<file path="config.mk">
export PLATFORM = sky130hd
export DESIGN_NAME = sum8_block_accumulator
export DESIGN_NICKNAME = d
export VERILOG_FILES = /design/src/rtl/sum8_block_accumulator.sv
export SDC_FILE = /design/constraint.sdc
export NUM_CORES = 1
export LEC_CHECK = 0
export ABC_CLOCK_PERIOD_IN_PS = 4800
export CAP_MARGIN = 0
export CORE_MARGIN = 8
export CORE_UTILIZATION = 35
export CTS_CLUSTER_DIAMETER = 40
export DETAILED_ROUTE_END_ITERATION = 10
export SLEW_MARGIN = 15
export SYNTH_ARGS = -nofsm -noshare
export SYNTH_HDL_FRONTEND = slang
export SYNTH_SLANG_ARGS = --single-unit
</file>
<file path="constraint.sdc">
create_clock -name clk -period 4.8 [get_ports clk]
set_clock_uncertainty 0.15 [all_clocks]
set_input_delay 0.48 -clock clk [delete_from_list [all_inputs] [get_ports clk]]
set_output_delay 0.48 -clock clk [all_outputs]
set_load 0.1 [all_outputs]
</file>
<file path="src/rtl/sum8_block_accumulator.sv">
// Block accumulator: sums COUNT adder-stage results and hands the total downstream over valid/ready.
// Optional SUM8_ACC_SATURATE_EN clamps the total on overflow; otherwise it wraps modulo 2^ACC_W.
module sum8_block_accumulator #(
  parameter int DATA_W = 8,
  parameter int COUNT  = 16,
  parameter int ACC_W  = 12
) (
  input  logic              clk,
  input  logic              rst,
  input  logic              in_valid,
  output logic              in_ready,
  input  logic [DATA_W-1:0] in_sum,
  output logic              out_valid,
  input  logic              out_ready,
  output logic [ACC_W-1:0]  out_acc,
  output logic              out_ovf,
  output logic              busy
);

  localparam int CNT_W = $clog2(COUNT + 1);
  localparam logic [CNT_W-1:0] CNT_LAST = CNT_W'(COUNT);

  typedef enum logic [1:0] {IDLE, ACCUM, HOLD} state_t;

  state_t             state;
  logic [ACC_W-1:0]   acc;
  logic [CNT_W-1:0]   cnt;
  logic               ovf;
  logic               accept;
  logic [ACC_W:0]     sum_ext;
  logic [ACC_W-1:0]   acc_nx;
  logic               carry;

  // Returns {carry, next accumulator value}; in the saturating build an
  // overflowing add pins the result at full scale, and because full scale
  // plus any non-zero sum overflows again the clamp persists for the block.
  function automatic logic [ACC_W:0] fold(input logic [ACC_W:0] sum);
`ifdef SUM8_ACC_SATURATE_EN
    return {sum[ACC_W], sum[ACC_W] ? {ACC_W{1'b1}} : sum[ACC_W-1:0]};
`else
    return sum;
`endif
  endfunction

  assign accept  = in_valid & in_ready;
  assign sum_ext = {1'b0, acc} + (ACC_W + 1)'(in_sum);
  assign {carry, acc_nx} = fold(sum_ext);

  assign in_ready  = (state != HOLD);
  assign out_valid = (state == HOLD);
  assign busy      = (state == ACCUM);
  assign out_acc   = acc;
  assign out_ovf   = ovf;

  always_ff @(posedge clk) begin
    if (rst) begin
      state <= IDLE;
      acc   <= '0;
      cnt   <= '0;
      ovf   <= 1'b0;
    end else begin
      case (state)
        IDLE: begin
          if (accept) begin
            acc   <= ACC_W'(in_sum);
            cnt   <= CNT_W'(1);
            ovf   <= 1'b0;
            state <= (COUNT == 1) ? HOLD : ACCUM;
          end
        end
        ACCUM: begin
          if (accept) begin
            acc <= acc_nx;
            ovf <= ovf | carry;
            cnt <= cnt + CNT_W'(1);
            if (cnt + CNT_W'(1) == CNT_LAST) state <= HOLD;
          end
        end
        HOLD: begin
          // acc/ovf stay visible until the next block's first accept
          if (out_ready) begin
            state <= IDLE;
            cnt   <= '0;
          end
        end
        default: state <= IDLE;
      endcase
    end
  end

endmodule
</file>
==> results by group <==
Routing
  – Residual antenna-violating net count after detailed routing: 0
  – Detailed-route wire length per cell: 14.2 microns
  – Drt pass-1 iters: 4
  – Number of design-rule violations left by the first detailed-router iteration: 46
  – Post-Route WL: roughly 3500 microns
  – DRC errors left: 0
  – Vias per cell: 5.34
  – Routed via count: 1309

Synth
  – Post-synthesis net count: 198
  – Dominant cells by area after synthesis: sky130_fd_sc_hd__dfxtp_1 (28%), sky130_fd_sc_hd__ha_1 (12%), sky130_fd_sc_hd__mux2i_1 (6.3%)
  – Post-synth design cell area: 1430 sq um
  – Share of synthesized registers carrying an async set or reset: 0
  – Most used flip-flop cell after synthesis: sky130_fd_sc_hd__dfxtp_1
  – Share of synthesized area occupied by flip-flops and latches: 0.280
  – Number of library cell types mapped by synthesis: 44
  – Per-instance average area after synthesis: 8.37 sq um
  – Number of enable-type register cells in the synthesized netlist: 0
  – Portion of synthesized cell area occupied by the leading cell type: 0.280
  – Synth Warn #: 0
  – Largest area contributor in the synthesized netlist: sky130_fd_sc_hd__dfxtp_1
  – Gate count after technology mapping: ~170
  – FF+latch count, synth: 20

Worst setup path
  – Worst setup path category: flip-flop to output port
  – End of the worst register-to-register path: out_acc[8]
  – Crit path largest cell delay: 1.27 ns
  – FF-to-FF path depth: 7
  – Cells along the critical path: inv_1 > ha_1 > clkdlybuf4s50_1
  – Critical Path End Type: output port
  – Critical Path Slowest Stage Cell: sky130_fd_sc_hd__clkdlybuf4s50_1
  – Peak fanout along the critical path: 17
  – Launch instance of the worst register-to-register path: state[1]
  – Arrival time at the worst endpoint: roughly 2.6 ns
  – Worst EP required: 4.17 ns
  – Crit path launch type: flip-flop
  – Register-to-register path setup slack: 2.00 ns

Clocking
  – Setup repair bufs after CTS: 0
  – Clock Path Buffers: 2
  – Num CTS Buffers: 3
  – Number of hold-repair buffers added at the cts stage: 0
  – CTS root buffer: sky130_fd_sc_hd__clkbuf_8
  – Clk sink count: 20
  – Worst-Skew Late Latency: 0.26 ns
  – Clk slew on worst S/H paths: 0.07 ns
  – Maximum level of the CTS H-tree: 1
  – Post_cts resized: 0
  – TritonCTS clock tree: yes

Run
  – Number of violations of the max-capacitance limit: 0

Pwr
  – Max rail drop VDD: 0.000119 V
  – Comb pwr share: 0.433
  – Clock share of power: 0.233
  – Switching portion of total power: 0.415
  – Proportion of power drawn by flip-flops and latches: 0.334
  – P_sw: 234 uW
  – Leakage power figure: 0.665 nW
  – Areal power density over the cells: 318 nW/um^2
  – Internal power contribution: about 330 uW

Worst hold path
  – Endpoint of the worst hold-timing path: out_ovf
  – Cell depth of the worst min-delay path: 1
  – Hold Startpoint: out_ovf
  – Worst min-delay path class: flip-flop to flip-flop

Layout
  – Total number of nets in the final design: 223
  – Layout Utilization: 0.447
  – Antenna Diode Count: 0
  – Area overhead of the layout relative to synthesis: 24.0%
  – Post-layout instance count excluding filler cells: 245
  – Most common cell after layout, fill and taps aside: sky130_fd_sc_hd__clkdlybuf4s50_1
  – Layout fillers: just over 400
  – Layout cell share with drive strength beyond 1: 0.0410
  – Most frequent cells in the layout: sky130_fd_sc_hd__clkdlybuf4s50_1 (27), sky130_fd_sc_hd__dfxtp_1 (20), sky130_fd_sc_hd__nor2_1 (19)

Floorplanning
  – Initial Util: 0.360
  – I/O pins: 28
  – Number of placement rows: 23
  – Chip Width: 80.0 microns
  – DIE AREA: 6390 sq um
  – Height of the die: 80.0 microns
  – Floorplan core area: 3970 sq um

Place
  – Number of input and output port buffers inserted: 27
  – Placed Cells: 241
  – Last weighted congestion value of the routability-driven placer: 0.853
  – Worst setup slack after placement: 1.83 ns
  – DP HPWL: 2690 microns

STA
  – Setup-violating endpoint count in the final report: 0
  – Unrepaired setup endpoints after global routing: false
  – Period minus WS final: between 3 and 4 ns
  – Setup TNS: 0 ns
  – Count of endpoints failing hold in the final timing report: 0
  – Final count of pins violating max slew: 0
  – Worst Tran Pin Value: 0.980 ns
  – Fin crit share: 0.672
  – Final worst setup slack: 1.57 ns
  – Worst max-slew margin expressed relative to the limit: 0.345
  – Achievable frequency: 0.310 GHz
  – Post-route worst hold slack: roughly 0.33 ns

Global route
  – Via count of the first global-routing pass: 1337
  – Remaining Overflow, GRT: 0
  – Largest net degree at the start of global routing: 21
  – Initial antenna violation count: 0
  – Overall fraction of global-route tracks in use: 0.114
  – First-pass GRT wire length: 5930 microns

Outcome
  – Result of the run: finished, final reports clean
==> state kept, by name (all words and copies together), names as in the netlist <==
name	flops
state	2
out_acc	12
out_ovf	1
cnt	5
==> metal layers <==
layer / routed length [microns] / GRT usage
met5: 0 / 0
met4: 82 / 0.0655
met3: 133 / 0.0203
met2: 1740 / 0.206
met1: 1510 / 0.121
==> critical path: cells and delay by family (launching register included) <==
family                   cells  cell delay [ns]
buffers and inverters        2             1.37
adder cells (fa/ha/maj)      1             0.63
flip-flops                   1             0.33
==> worst max-delay path by stage <==
stage                    start         end  slack, ns  cells after the start
floorplan           out_acc[0]  out_acc[8]       1.93                      8
finish                state[1]        busy       1.57                      3
global placement      state[1]        busy       1.87                      3
detailed placement    state[1]        busy       1.83                      3
CTS                   state[1]        busy       1.54                      3
global route          state[1]        busy       1.44                      3
==> metrics by stage <==
| stage | area [sq um] | power [mW] |
|---|---|---|
| 2_1_floorplan | 1430 | 0.388 |
| 3_3_place_gp | 1720 | 0.433 |
| 3_5_place_dp | 1720 | 0.438 |
| 4_1_cts | 1780 | 0.573 |
| 5_1_grt | 1780 | 0.600 |
| 6_report | 1780 | 0.565 |
==> power groups by stage <==
stage / clock network [mW] / logic [mW] / registers, mW
floorplan: 0 / 0.131 / 0.257
global placement: 0 / 0.241 / 0.192
detailed placement: 0 / 0.245 / 0.193
CTS: 0.137 / 0.247 / 0.189
global route: 0.143 / 0.266 / 0.191
finish: 0.132 / 0.245 / 0.189
==> layout make-up <==
cell class	instances	area (sq um)	area share
inverter	9	33.8	0.0190
clock buffer	4	55.1	0.0310
multi-input combinational	135	953	0.537
sequential	20	400	0.226
tap	50	62.6	0.0352
timing repair buffer	27	270	0.152
==> cell usage after synthesis (3+ instances only) <==
library cell               count
sky130_fd_sc_hd__a21oi_1      10
sky130_fd_sc_hd__inv_1         8
sky130_fd_sc_hd__o21ai_0       5
sky130_fd_sc_hd__nand4_1       3
sky130_fd_sc_hd__mux2i_1       9
sky130_fd_sc_hd__nand2b_1      3
sky130_fd_sc_hd__nor2_1       19
sky130_fd_sc_hd__ha_1         14
sky130_fd_sc_hd__clkbuf_1      3
sky130_fd_sc_hd__nand3_1       5
sky130_fd_sc_hd__dfxtp_1      20
sky130_fd_sc_hd__nor3_1        3
sky130_fd_sc_hd__a211oi_1      8
sky130_fd_sc_hd__o21a_1        5
sky130_fd_sc_hd__nor2b_1       4
sky130_fd_sc_hd__xnor2_1       3
sky130_fd_sc_hd__nand2_1      12
sky130_fd_sc_hd__or3_1         4
==> kinds of logic (layout without fill, tap and decap cells) <==
kind of cell	Yosys count	after routing	share of synthesized area
xor+xnor	4	4	0.0245
mux	9	9	0.0629
simple gates	66	66	0.247
compound gates	41	41	0.196
flops	20	20	0.280
buf+inv	16	40	0.0542
fa+ha+maj	15	15	0.136
No activity file was read; power rests on OpenSTA's default activity.
